### src/rtl/mdm_uart_loopback_engine.sv
// FIFO-buffered byte loopback between the UART RX and TX AXI-Stream wrappers.
// It supports pass, line-buffered, invert and discard modes, traffic counters and a stretched activity LED.
module mdm_uart_loopback_engine #(
    parameter int                DATA_W      = 8,
    parameter int                FIFO_DEPTH  = 16,
    parameter logic [DATA_W-1:0] TERM_BYTE   = 'h0D,
    parameter int                CNT_W       = 16,
    parameter int                LED_STRETCH = 2500000
) (
    input  logic              CLOCK,
    input  logic              RESET_N,
    input  logic [1:0]        MODE,
    input  logic [DATA_W-1:0] s_tdata,
    input  logic              s_tvalid,
    output logic              s_tready,
    output logic [DATA_W-1:0] m_tdata,
    output logic              m_tvalid,
    input  logic              m_tready,
    output logic [CNT_W-1:0]  rx_count,
    output logic [CNT_W-1:0]  tx_count,
    output logic [CNT_W-1:0]  drop_count,
    output logic              LED,
    output logic [1:0]        dbg_state
);

    localparam int AW = $clog2(FIFO_DEPTH);
    localparam int LW = $clog2(LED_STRETCH + 1);

    localparam logic [1:0] MODE_PASS    = 2'd0;
    localparam logic [1:0] MODE_LINE    = 2'd1;
    localparam logic [1:0] MODE_INVERT  = 2'd2;
    localparam logic [1:0] MODE_DISCARD = 2'd3;

    localparam logic [AW:0]      PTR_ONE  = (AW+1)'(1);
    localparam logic [AW:0]      LVL_LAST = (AW+1)'(FIFO_DEPTH - 1);
    localparam logic [CNT_W-1:0] CNT_ONE  = CNT_W'(1);
    localparam logic [LW-1:0]    LED_LOAD = LW'(LED_STRETCH);
    localparam logic [LW-1:0]    LED_ONE  = LW'(1);

    typedef enum logic [1:0] {
        ST_PASS  = 2'd0,
        ST_FILL  = 2'd1,
        ST_DRAIN = 2'd2
    } state_t;

    state_t            r_state;
    state_t            w_state_nxt;
    logic [1:0]        r_mode;
    logic              r_run;
    logic [AW:0]       r_wr_ptr;
    logic [AW:0]       r_rd_ptr;
    logic [DATA_W-1:0] r_mem [FIFO_DEPTH];
    logic [CNT_W-1:0]  r_rx_cnt;
    logic [CNT_W-1:0]  r_tx_cnt;
    logic [CNT_W-1:0]  r_drop_cnt;
    logic [LW-1:0]     r_led_cnt;

    logic              w_empty;
    logic              w_full;
    logic [AW:0]       w_level;
    logic              w_discard;
    logic              w_sample;
    logic              w_s_ready;
    logic              w_m_valid;
    logic              w_s_hs;
    logic              w_m_hs;
    logic              w_push;
    logic [DATA_W-1:0] w_wdata;

    assign w_empty   = (r_wr_ptr == r_rd_ptr);
    assign w_full    = (r_wr_ptr[AW] != r_rd_ptr[AW]) && (r_wr_ptr[AW-1:0] == r_rd_ptr[AW-1:0]);
    assign w_level   = r_wr_ptr - r_rd_ptr;
    assign w_discard = (r_state == ST_PASS) && (r_mode == MODE_DISCARD);
    // The active mode only follows MODE when nothing is queued and no line is being released.
    assign w_sample  = w_empty && (r_state != ST_DRAIN);

    // Handshakes: a byte moves on a stream only at a rising edge where valid and ready are both high.
    always_comb begin
        w_s_ready   = 1'b0;
        w_m_valid   = 1'b0;
        w_state_nxt = r_state;
        case (r_state)
            ST_PASS: begin
                w_m_valid = !w_empty;
                w_s_ready = w_discard ? w_empty : !w_full;
            end
            ST_FILL:  w_s_ready = !w_full;
            ST_DRAIN: w_m_valid = !w_empty;
            default: ;
        endcase
        if (!r_run) begin
            w_s_ready = 1'b0;
        end

        w_s_hs = s_tvalid && w_s_ready;
        w_m_hs = w_m_valid && m_tready;
        w_push = w_s_hs && !w_discard;

        case (r_state)
            ST_FILL: begin
                if (w_push && ((s_tdata == TERM_BYTE) || (w_level == LVL_LAST))) begin
                    w_state_nxt = ST_DRAIN;
                end else if (w_sample) begin
                    w_state_nxt = (MODE == MODE_LINE) ? ST_FILL : ST_PASS;
                end
            end
            ST_DRAIN: begin
                if (w_m_hs && (w_level == PTR_ONE)) begin
                    w_state_nxt = ST_FILL;
                end
            end
            default: begin
                if (w_sample) begin
                    w_state_nxt = (MODE == MODE_LINE) ? ST_FILL : ST_PASS;
                end
            end
        endcase
    end

    assign w_wdata = ((r_state == ST_PASS) && (r_mode == MODE_INVERT)) ? ~s_tdata : s_tdata;

    always_ff @(posedge CLOCK or negedge RESET_N) begin
        if (!RESET_N) begin
            r_state    <= ST_PASS;
            r_mode     <= MODE_PASS;
            r_run      <= 1'b0;
            r_wr_ptr   <= '0;
            r_rd_ptr   <= '0;
            r_rx_cnt   <= '0;
            r_tx_cnt   <= '0;
            r_drop_cnt <= '0;
            r_led_cnt  <= '0;
        end else begin
            r_run   <= 1'b1;
            r_state <= w_state_nxt;
            if (w_sample) begin
                r_mode <= MODE;
            end
            if (w_push) begin
                r_wr_ptr <= r_wr_ptr + PTR_ONE;
            end
            if (w_m_hs) begin
                r_rd_ptr <= r_rd_ptr + PTR_ONE;
                r_tx_cnt <= r_tx_cnt + CNT_ONE;
            end
            if (w_s_hs) begin
                r_rx_cnt <= r_rx_cnt + CNT_ONE;
            end
            if (w_s_hs && w_discard) begin
                r_drop_cnt <= r_drop_cnt + CNT_ONE;
            end
            if (w_s_hs) begin
                r_led_cnt <= LED_LOAD;
            end else if (r_led_cnt != '0) begin
                r_led_cnt <= r_led_cnt - LED_ONE;
            end
        end
    end

    // Storage is not reset: the pointers alone decide what is valid.
    always_ff @(posedge CLOCK) begin
        if (w_push) begin
            r_mem[r_wr_ptr[AW-1:0]] <= w_wdata;
        end
    end

    assign s_tready   = w_s_ready;
    assign m_tvalid   = w_m_valid;
    assign m_tdata    = w_m_valid ? r_mem[r_rd_ptr[AW-1:0]] : '0;
    assign rx_count   = r_rx_cnt;
    assign tx_count   = r_tx_cnt;
    assign drop_count = r_drop_cnt;
    assign LED        = (r_led_cnt != '0);
    assign dbg_state  = r_state;

endmodule

### config.mk
export PLATFORM = sky130hd
export DESIGN_NAME = mdm_uart_loopback_engine
export DESIGN_NICKNAME = d
export VERILOG_FILES = /design/src/rtl/mdm_uart_loopback_engine.sv
export SDC_FILE = /design/constraint.sdc
export NUM_CORES = 1
export LEC_CHECK = 0
export ABC_AREA = 1
export BUFFER_PORTS_ARGS = -buffer_cell sky130_fd_sc_hd__buf_2
export CORE_MARGIN = 2
export CORE_UTILIZATION = 47
export DETAILED_ROUTE_END_ITERATION = 10
export GPL_TIMING_DRIVEN = 0
export HOLD_SLACK_MARGIN = 0.1
export PLACE_DENSITY_LB_ADDON = 0.15
export SLEW_MARGIN = 20
export SYNTH_ARGS = -nofsm -noshare
export SYNTH_HDL_FRONTEND = slang
export SYNTH_SLANG_ARGS = --single-unit
### constraint.sdc
create_clock -name CLOCK -period 8.59 [get_ports CLOCK]
set_input_delay 0 -clock CLOCK [delete_from_list [all_inputs] [get_ports CLOCK]]
set_output_delay 0 -clock CLOCK [all_outputs]
set_load 0.05 [all_outputs]
* Word level (Yosys, flattened, before mapping) *
Memory sizes are Yosys's and may differ from the RTL's.
Index checks and enable logic that the tools add are counted.

cells by class
  bitwise logic cells = 1
  mux-type cells = 15
  equal/unequal tests = 13
  reductions and logical operators = 18
  add/subtract/negate cells = 7

operators with widths
  kind                                                number
  adder 16 x 1 -> 16 bit, second input constant       3
  two-way mux 22 bit                                  2
  nonzero test 22 bit                                 1
  subtractor 22 x 1 -> 22 bit, second input constant  1
  two-way mux 8 bit                                   2
  adder 5 x 1 -> 5 bit, second input constant         2
  logical AND 1 bit                                   10
  == test 8 x 4 -> 1 bit, second input constant       1
  NOT 8 bit                                           1
  == test 2 bit, second input constant                3
  two-way mux 1 bit                                   6
  two-way mux 2 bit                                   3
  == test 5 x 1 -> 1 bit, second input constant       1
  == test 5 x 4 -> 1 bit, second input constant       1
  == test 5 bit                                       1
  subtractor 5 bit                                    1
  == test 2 x 1 -> 1 bit, second input constant       2
  == test 4 bit                                       1
  != test 2 bit, second input constant                2
  one-hot mux 2 bit (2 select lines)                  1
  logical NOT 1 bit                                   3
  logical NOT 2 bit                                   1
  one-hot mux 1 bit (2 select lines)                  1
  nonzero test 2 bit                                  1
  3 further kinds                                     3

storage, ports and cells
  output and inout bits = 61
  register bits after elaboration = 85
  input port bits = 14
  word-level logic and storage cells = 64
  memories kept = 1
  bits in writable memories = 128

memory list
  memory  words  bits a word  rd ports  clocked after memory_dff  wr ports  line  text
  r_mem   16     8            1         0                         1         52    logic [DATA_W-1:0] r_mem [FIFO_DEPTH];

* Logic depth before layout (Yosys ltp) *
  depth after elaboration = 11
  gate-level depth with buffers = 16

* Worst setup path before layout *
OpenSTA, ideal clock, no wires.

  path type = register to output
  start = register r_rd_ptr[2]
  end = output m_tdata[5]
  arrival time = 3,144 ps
  buffers on the path = 2
  cell stages (with the launch flop) = 12
  path slack = 5,446 ps
  path through = dfrtp_1 clkbuf_1 inv_1 clkbuf_1 ha_1 nand2_1 nor2_1 nand2_1 nand2_1 clkinv_1 o31ai_1 a211oi_1

on the way
  word-level cells in the longest chain between the ends = 4
  elaborated cells on any way between the ends = 5
  classes of those cells = 1 x eq/ne; 2 x mux; 1 x reduce/logical; 1 x memory

RTL lines
  item                    line    text
  start, declared         51      logic [AW:0] r_rd_ptr;
  start signal, assigned  143     r_rd_ptr <= r_rd_ptr + PTR_ONE;
  == test 5 bit           70      assign w_empty = (r_wr_ptr == r_rd_ptr);
  logical NOT 1 bit       84, 88
  two-way mux 1 bit       n/a
  via m_tvalid            17      output logic m_tvalid,
  two-way mux 8 bit       169     assign m_tdata = w_m_valid ? r_mem[r_rd_ptr[AW-1:0]] : '0;
  end, declared           16      output logic [DATA_W-1:0] m_tdata,

The timed path passes the listed nets, and every way through them passes these cells.

* Worst setup path in the final report *
  start = register r_rd_ptr[2]
  end = memory r_mem[8][2], enable pin

on the way
  word-level cells in the longest chain between the ends = 10
  elaborated cells on any way between the ends = 11
  classes of those cells = 2 x eq/ne; 5 x mux; 4 x reduce/logical

RTL lines
  item                                       line    text
  == test 4 bit                              71      assign w_full = (r_wr_ptr[AW] != r_rd_ptr[AW]) && (r_wr_ptr[AW-1:0] == r_rd_ptr[AW-1:0]);
  logical AND 1 bit                          71
  logical NOT 1 bit                          85, 87
  two-way mux 1 bit                          85      w_s_ready = w_discard ? w_empty : !w_full;
  one-hot mux 1 bit (2 select lines) *       82      case (r_state)
  two-way mux 1 bit *                        91      if (!r_run) begin
  logical AND 1 bit *                        95      w_s_hs = s_tvalid && w_s_ready;
  logical AND 1 bit *                        97      w_push = w_s_hs && !w_discard;
  two-way mux 1 bit *                        162     if (w_push) begin
  two-way mux 1 bit (not written as such) *  163     r_mem[r_wr_ptr[AW-1:0]] <= w_wdata;
  end, declared                              52

Mark *: on every way between the ends. The rest lies on a longest branch, timed or not.

==> reports/results.ini <==
[global_route]
use_met3=0.0355
antenna_found_initial=3
grt_max_degree=47
grt_pass1_vias=7288
grt_first_pass_wirelength_mm=38.5
grt_overflow=0
track_usage=0.218
met2_usage=0.349
busiest_layer=met2
met1_usage=0.316

[placement]
dp_hpwl_mm=16.8
port_buffers=74
gp_congestion=0.876
dp_slack_ps=4680

[critical_path]
critical_path.reg2reg.startpoint=r_rd_ptr[2]$_DFFE_PN0P_
start_kind=flop
worstSetupEndpointType=flop
cp.arrival_ps=4070
cp-startpoint=r_rd_ptr[2]$_DFFE_PN0P_
path_class=reg -> reg
worst-endpoint-required_ps=8720
cp_max_fo=10
rr_worst_depth=13

[sta]
final.period_utilization=0.458
finalSetupTns_ps=0
setup_viol_count_final=0
slew_viol_final=0
hold_viol_final=0
fmax_mhz=254
skew_ps=5.01
setup_slack_ps=4650
fin_crit_ps=3940
max_slew_margin=0.421
rsz0062_at_grt=no
tightest_slew_ps=864

[detailed_routing]
avgRoutedWirePerCell_um=16.6
drt.antenna.violating_nets=0
drt_iter0_markers=493
wl_mm=23.9
vias=7456
viasPerCell=5.18
route.detailed.drc=0
firstDrtPassIters=7

[clock_tree]
cts_hold_buf=12
path_clk_slew_ps=60
clk_latency_ps=500
post-cts-setup-buffer-count=0
post_cts_resize_count=0
cts_tree=yes
numClockSinks=213
htree_levels=1
numCtsBuffers=24
cts-root-buf=clkbuf_16
cts_buffer_depth=3

[power]
p_per_area_nw_per_um2=177
power_leakage_uw=0.00493
vdd_ir_drop_max_uv=139
total_power_uw=2090

[floorplanning]
ios=75
die_y_um=151
die-area_um2=22700
dieWidth_um=151
rows=53
design.core.area_um2=21000
start_util=0.480

[final_layout]
drive_above_1_share=0.130
area_growth_pct=17.0
nNetsFinal=1176

[synth]
synth_area_um2=10100
netlist_top_cells_area=edfxtp_1 (38%), dfrtp_1 (21%), nand2_1 (10%)
yosysSeqAreaShare=0.591
ys_warn_count=0
synth_cells=1030
yosysTopAreaCell=edfxtp_1
ys_types=39
syn-num-nets=1061
synth.avg_cell_area_um2=9.80
synth_top_area_share=0.381
synth_seq_cells=213

[flow_run]
cap_viol_max_count=0

[hold_path]
hp-start=s_tdata[1]
worstHoldPathCells=2
min_path_type=in -> reg

[status]
outcome=finished, final reports clean

[synthesized netlist by cell type, drive strengths merged]
| master | number |
|---|---|
| a211oi | 10 |
| a21oi | 45 |
| a22oi | 6 |
| a32o | 8 |
| and2 | 1 |
| and3 | 1 |
| buf | 15 |
| clkbuf | 15 |
| clkinv | 4 |
| conb | 1 |
| dfrtp | 85 |
| edfxtp | 128 |
| fa | 1 |
| ha | 16 |
| inv | 82 |
| nand2 | 276 |
| nand3 | 56 |
| nand3b | 14 |
| nand4 | 15 |
| nor2 | 107 |
| nor3 | 28 |
| nor4 | 9 |
| o21a | 1 |
| o21ai | 25 |
| o22ai | 1 |
| o31ai | 8 |
| or2 | 2 |
| xnor2 | 28 |
| xor2 | 42 |
[path summary, 6_finish.rpt]
kind | end | slack [ps]
max in group asynchronous | drop_count[3]$_DFFE_PN0P_ | 7750
worst max register to register | r_mem[8][2]$_DFFE_PP_ | 4650
worst min register to register | r_wr_ptr[4]$_DFFE_PN0P_ | 500
min in group asynchronous | r_led_cnt[6]$_DFFE_PN0P_ | 610
worst max-delay path | r_mem[8][2]$_DFFE_PP_ | 4650
worst min-delay path | r_mem[6][1]$_DFFE_PP_ | 140
[worst max-delay path, stage by stage, from the launching register on]
cell and delay, ps:
dfrtp_1 350, clkbuf_1 250, inv_1 170, clkbuf_1 490, ha_1 400, nand2_1 120
clkinv_1 60, nand2_1 80, nor2_1 70, nor2_2 140, nand3_4 210, nor2_4 280
nand2_1 260, nor2_1 670
[area by class of cell]
class                   count  area (um^2)
fillers                  1833         9210
well taps                 275          344
clock buffers              33          676
plain buffers              30          130
clock inverters            11         75.1
inverters                  86          323
multi-input cells         701         3730
diodes                      2         5.00
repair buffers             89          557
flip-flops and latches    213         5970
[layer usage]
metal / vias to the layer above / wire length (um)
met1: 3547 / 11100
met5: - / 13
met2: 199 / 11000
li1: 3678 / -
met3: 30 / 1340
met4: 2 / 406
[power by group]
part	switching [uW]	internal, uW	leakage, uW
Combinational	23.7	10.9	0.00242
Clock	394	577	0.000373
Sequential	0.0476	1090	0.00213
[cells in the final DEF, fill, tap and decap left out, types with 8 or more instances in the layout]
master         instances
o21ai_0               17
nand3_1               54
clkbuf_1              21
nand4_1               15
inv_1                 76
ha_1                  16
buf_2                 81
nor3_1                28
a211oi_1              10
a21oi_1               45
dfrtp_1               85
xnor2_1               23
clkinv_1               8
a32o_1                 8
nand2_1              274
edfxtp_1             128
nor4_1                 8
dlygate4sd3_1         11
o21ai_1                8
nor2_1                99
nand3b_1              14
xor2_1                39
clkbuf_16             25
o31ai_1                8
[sequential cells by signal, summed over array words and instances, names as in the netlist, 5 cells and up]
register    flops
r_wr_ptr        5
r_rd_ptr        5
tx_count       16
rx_count       16
r_mem         128
drop_count     16
r_led_cnt      22
[per-stage QoR]
step                       util  cell area (um^2)  cells  hold slack, ps
after floorplan               -             10100   1030            -296
after global placement    0.514             10800   1379             219
after detailed placement  0.520             10900   1382            27.8
after CTS                 0.562             11800   1438             118
after global routing      0.562             11800   1439             154
final                     0.562             11800   1440             140
[cell families (layout without fill, tap and decap cells)]
group / after synthesis / after routing / share of synthesized area
simple gates: 509 / 509 / 0.218
flops: 213 / 213 / 0.591
buf+inv: 116 / 249 / 0.0449
compound gates: 104 / 104 / 0.0625
xor+xnor: 70 / 70 / 0.0607
fa+ha+maj: 17 / 17 / 0.0218
other cells: 1 / 3 / 0.000371
(Power assumes the default switching activity.)
